`config.mk`:
```
export PLATFORM = sky130hd
export DESIGN_NAME = baud_gen
export DESIGN_NICKNAME = d
export VERILOG_FILES = /design/src/rtl/baud_gen_pkg.sv /design/src/rtl/baud_mod_cnt.sv /design/src/rtl/baud_gen.sv
export SDC_FILE = /design/constraint.sdc
export NUM_CORES = 1
export LEC_CHECK = 0
export ABC_AREA = 1
export ABC_CLOCK_PERIOD_IN_PS = 3100
export BUFFER_PORTS_ARGS = -buffer_cell sky130_fd_sc_hd__buf_2
export CORE_ASPECT_RATIO = 0.6
export CORE_MARGIN = 10
export CORE_UTILIZATION = 30
export DETAILED_ROUTE_END_ITERATION = 7
export PLACE_DENSITY = 0.5
export SYNTH_ARGS = -nofsm -noshare
export SYNTH_HDL_FRONTEND = slang
export SYNTH_SLANG_ARGS = --single-unit
export TNS_END_PERCENT = 10
```
`constraint.sdc`:
```
create_clock -name clk -period 3.1 [get_ports clk]
set_input_delay 0.93 -clock clk [delete_from_list [all_inputs] [get_ports clk]]
set_output_delay 0.93 -clock clk [all_outputs]
set_load 0.01 [all_outputs]
```
`src/rtl/baud_gen_pkg.sv`:
```
// Shared sizing constants, divisor type and divisor calculator for baud_gen.
package baud_gen_pkg;

    localparam int unsigned DVSR_W_DEF = 11;
    localparam int unsigned OVS_DEF    = 16;

    typedef logic [DVSR_W_DEF-1:0] dvsr_t;

    // Rounded clk_hz / (ovs * baud), saturated to the divisor range; 0 on a zero denominator.
    function automatic dvsr_t calc_dvsr(input longint unsigned clk_hz,
                                        input longint unsigned baud,
                                        input longint unsigned ovs);
        longint unsigned den;
        longint unsigned q;
        longint unsigned q_max;
        den   = ovs * baud;
        q_max = (64'd1 << DVSR_W_DEF) - 64'd1;
        if (den == 64'd0) begin
            q = 64'd0;
        end else begin
            q = (clk_hz + (den >> 1)) / den;
        end
        if (q > q_max) begin
            q = q_max;
        end
        return DVSR_W_DEF'(q);
    endfunction

endpackage

```
`src/rtl/baud_mod_cnt.sv`:
```
// Generic modulo counter: counts 0..last while en is high and raises the
// combinational terminal-count strobe tc_c on the wrap cycle.
//   clk, reset  : clock, asynchronous active-low reset
//   en          : advance enable
//   single      : modulus 0/1 -> counter parked at 0, tc_c every enabled cycle
//   last        : terminal value (modulus - 1)
//   tc_c        : high in the cycle the counter wraps to 0
module baud_mod_cnt #(
    parameter int unsigned W = 11
) (
    input  logic         clk,
    input  logic         reset,
    input  logic         en,
    input  logic         single,
    input  logic [W-1:0] last,
    output logic         tc_c
);

    logic [W-1:0] cnt_q;
    logic [W-1:0] cnt_d;

    // Next count; >= so a modulus lowered below the current count wraps at once.
    always_comb begin
        cnt_d = cnt_q;
        tc_c  = 1'b0;
        if (en) begin
            if (single || (cnt_q >= last)) begin
                cnt_d = '0;
                tc_c  = 1'b1;
            end else begin
                cnt_d = cnt_q + W'(1);
            end
        end
    end

    // Count register.
    always_ff @(posedge clk or negedge reset) begin
        if (!reset) begin
            cnt_q <= '0;
        end else begin
            cnt_q <= cnt_d;
        end
    end

endmodule

```
`src/rtl/baud_gen.sv`:
```
// Programmable baud tick generator: one-cycle tick every dvsr clocks
// (continuous high for dvsr 0/1).
// Optional feature macro BAUD_GEN_BIT_TICK_EN adds bit_tick, one strobe per
// OVS ticks, coincident with the OVS-th tick.
//   clk      : clock, rising edge
//   reset    : asynchronous active-low reset
//   dvsr     : run-time divisor, sampled every cycle
//   tick     : registered oversampling strobe
//   bit_tick : registered bit strobe (BAUD_GEN_BIT_TICK_EN only)
module baud_gen
    import baud_gen_pkg::*;
#(
    parameter int unsigned DVSR_W = DVSR_W_DEF
`ifdef BAUD_GEN_BIT_TICK_EN
    ,
    parameter int unsigned OVS    = OVS_DEF
`endif
) (
    input  logic              clk,
    input  logic              reset,
    input  logic [DVSR_W-1:0] dvsr,
`ifdef BAUD_GEN_BIT_TICK_EN
    output logic              bit_tick,
`endif
    output logic              tick
);

    logic              single_c;
    logic [DVSR_W-1:0] last_c;
    logic              tick_d;
    logic              tick_q;

    // Terminal value dvsr-1; the dvsr<=1 guard keeps the subtraction from underflowing.
    always_comb begin
        single_c = (dvsr <= DVSR_W'(1));
        last_c   = single_c ? '0 : (dvsr - DVSR_W'(1));
    end

    baud_mod_cnt #(
        .W (DVSR_W)
    ) u_tick_cnt (
        .clk    (clk),
        .reset  (reset),
        .en     (1'b1),
        .single (single_c),
        .last   (last_c),
        .tc_c   (tick_d)
    );

`ifdef BAUD_GEN_BIT_TICK_EN
    localparam int unsigned BIT_W = (OVS > 2) ? $clog2(OVS) : 1;

    logic bit_tick_d;
    logic bit_tick_q;

    // Advances on the same edge that raises tick, so bit_tick lines up with it.
    baud_mod_cnt #(
        .W (BIT_W)
    ) u_bit_cnt (
        .clk    (clk),
        .reset  (reset),
        .en     (tick_d),
        .single (OVS <= 1),
        .last   (BIT_W'(OVS - 1)),
        .tc_c   (bit_tick_d)
    );
`endif

    // Output strobe registers.
    always_ff @(posedge clk or negedge reset) begin
        if (!reset) begin
            tick_q     <= 1'b0;
`ifdef BAUD_GEN_BIT_TICK_EN
            bit_tick_q <= 1'b0;
`endif
        end else begin
            tick_q     <= tick_d;
`ifdef BAUD_GEN_BIT_TICK_EN
            bit_tick_q <= bit_tick_d;
`endif
        end
    end

    assign tick = tick_q;
`ifdef BAUD_GEN_BIT_TICK_EN
    assign bit_tick = bit_tick_q;
`endif

endmodule

```
==> reports/summary.txt <==
Run status: finished, final reports clean
Combinational share of power: 0.384
Final Setup Violations: 0
Crit path largest cell delay: 300 ps
Synthesis-stage register bit count: 12
Critical Path Start Type: input pin
Fin crit share: 0.920
Synth warnings: 0
Initial antenna violation count: 0
Initial DRC Count: 64
Min Tclk post-route: 2850 ps
Initial Util: 0.311
Most area-consuming cells after synthesis: dfrtp_1 26%, ha_1 15%, nand2_1 14%
Layout cell share with drive strength beyond 1: 0.158
Post-synth top area cell: dfrtp_1
Maxcap violations: 0
Slew Limit Fails: 0
Peak VDD IR: 320 uV
Post-synth top area share: 0.262
Routed WL per cell: 11.3 um
Clock root buffer: clkbuf_8
NetSw: 0.000270 W
Hold WC Path Type: in2async
Top_reg_cell synth: dfrtp_1
Die width: 99.8 um
Total negative slack: 0 ps
Final Worst Setup Slack: 247 ps
Pre-CTS setup slack: 31.5 ps
Slowest CP cell: ha_1
Final Routed Wirelength: 2600 um
Routing usage on met2: 0.0989
Final antenna diode count: 0
Max frequency: 0.350 GHz
Syn avg cell area: 6.94 sq um
Crit path top cell by count: nand2_1
Worst-margin pin slew: 364 ps
# IOs: 14
Mapped cell area: 1140 sq um
Clock power frac: 0.237
Antenna Nets Post-Route: 0
PwrDens: 534 nW/um^2
Clk slew on worst S/H paths: 50 ps
GRT busiest layer: met1
Nets: 211
Cells after Synth: 165
Worst path required time: 3270 ps
Global-route wire length before repair: 4280 um
Final Hold Viols: 0
Postcts setup bufs: 0
Worst-case clock buffer depth: 2
Vias in the first global route: 890
Post-synthesis sequential area ratio: 0.262
RSZ-0062 raised after global routing: false
Top cell types by occurrence after synthesis: 44 x nand2_1, 30 x nor2_1, 20 x inv_1
Max FO, Critical Path: 12
Number of gates resized after CTS: 0
Cell Chain, Critical Path: buf_2, inv_1, ha_1, nand2_1, nor2_1, xor2_1, nand2_1, ha_1, nand2_1, inv_1, nand2_1, nor2_1, nand2_1, nand2_1, nor2_1, nand2_4, nor2_1
Routed vias: 1005
Die height: 67.9 um
Clock latency on the worst-skew pair: 240 ps
Sink Count: 12
Total track usage: 0.0789
1st-pass router iterations: 4
GR Util met1: 0.121
Die area: 6770 sq um
M3 GR Usage: 0.0201
Fraction of registers with async set/reset: 1.00
Relative slew margins: 0.755
Gpl congestion: 0.787
Core area: 3680 sq um
Reg power frac: 0.379
Largest net degree at the start of global routing: 13
Internal cell power: 0.000436 W
Total CTS buffers: 3
Most instantiated library cell after synthesis: nand2_1
DP HPWL: 2190 um
DRC errors left: 0
Mapped Nets: 192
CP delay by family, top: simple AND/OR/NAND/NOR gates
H-Tree Depth: 1
Sw frac: 0.382
Pwr Total: 0.000706 W
Finished Cell Area: 1320 sq um
DR vias/cell: 4.37
CTS tree: done
FP Rows: 17
Buf+Inv Stages, Crit Path: 3
CP Capture Type: flip-flop
Worst EP arrival: 3020 ps
WS Path Type: in2reg
Number of synthesized flops with an enable pin: 0
Grt ovf: 0
CTS Hold Bufs: 0
Lkg Pwr: 0.726 nW
Worst Skew: 3.93 ps
Post-synthesis cell type count: 21
Placement Cell Area: 1270 sq um
Area grow syn2layout: 15.6%
IO buf count: 13
[layer usage]
metal / share of wire / up-vias / wire length [um]
li1: - / 554 / -
met1: 0.59 / 437 / 1540
met2: 0.36 / 10 / 947
met3: 0.030 / 4 / 78
met4: 0.015 / 0 / 39
met5: 0 / - / 0
[power groups by stage]
stage / logic (W) / clock network (W) / registers [W]
2_1_floorplan: 0.000211 / 0 / 0.000253
3_3_place_gp: 0.000265 / 0 / 0.000272
3_5_place_dp: 0.000272 / 0 / 0.000271
4_1_cts: 0.000273 / 0.000172 / 0.000268
5_1_grt: 0.000320 / 0.000175 / 0.000280
6_report: 0.000271 / 0.000168 / 0.000268
[registers in the layout, summed over array words and instances, names as in the netlist]
name	flops
u_tick_cnt.cnt_q	11
tick	1
[worst register-to-register path: cells and delay by family (launching register included)]
kind | cells | cell delay [ps]
AND/OR/NAND/NOR | 8 | 760
flip-flops | 1 | 420
adder cells (fa/ha/maj) | 1 | 370
buffers and inverters | 1 | 40
[final timing paths]
kind	cells past startpoint	slack (ps)	end	startpoint
max in group asynchronous	1	2330	u_tick_cnt.cnt_q[4]$_DFF_PN0_	reset
worst min register to register	1	560	u_tick_cnt.cnt_q[0]$_DFF_PN0_	u_tick_cnt.cnt_q[0]$_DFF_PN0_
worst max register to register	10	1440	u_tick_cnt.cnt_q[10]$_DFF_PN0_	u_tick_cnt.cnt_q[7]$_DFF_PN0_
worst max-delay path	17	250	u_tick_cnt.cnt_q[10]$_DFF_PN0_	dvsr[1]
min in group clk	1	560	u_tick_cnt.cnt_q[0]$_DFF_PN0_	u_tick_cnt.cnt_q[0]$_DFF_PN0_
worst min-delay path	1	550	u_tick_cnt.cnt_q[9]$_DFF_PN0_	reset
[kinds of logic after synthesis]
group,count (synthesis),share of synthesized area
AND/OR/NAND/NOR,100,0.380
buffers and inverters,22,0.0842
adder cells (fa/ha/maj),14,0.153
XOR/XNOR,13,0.0995
flip-flops,12,0.262
AO/OA/AOI/OAI,4,0.0208
[metrics by stage]
stage                     cells  utilization  hold slack (ps)
after floorplan             165            -              485
after global placement      226        0.345              556
after detailed placement    226        0.345              557
after CTS                   230        0.360              562
after global routing        230        0.360              577
final                       230        0.360              554
[layout make-up]
class	instances	area [sq um]
Clock buffer	4	55.1
Inverter	21	81.3
Fill cell	403	2360
Sequential cell	12	300
Timing Repair Buffer	15	80.1
Tap cell	47	58.8
Multi-Input combinational cell	131	748
[layout by cell type, fill, tap and decap left out, types with 2 or more instances in the layout]
master,n
nand2_1,44
nor2_1,30
inv_1,20
ha_1,14
buf_2,13
dfrtp_1,12
nand3_1,11
xor2_1,10
nand4_1,4
clkbuf_8,4
or2_2,3
xnor2_1,3
a21oi_1,3
nor2_2,2
buf_4,2
No activity file was read; power rests on OpenSTA's default activity.
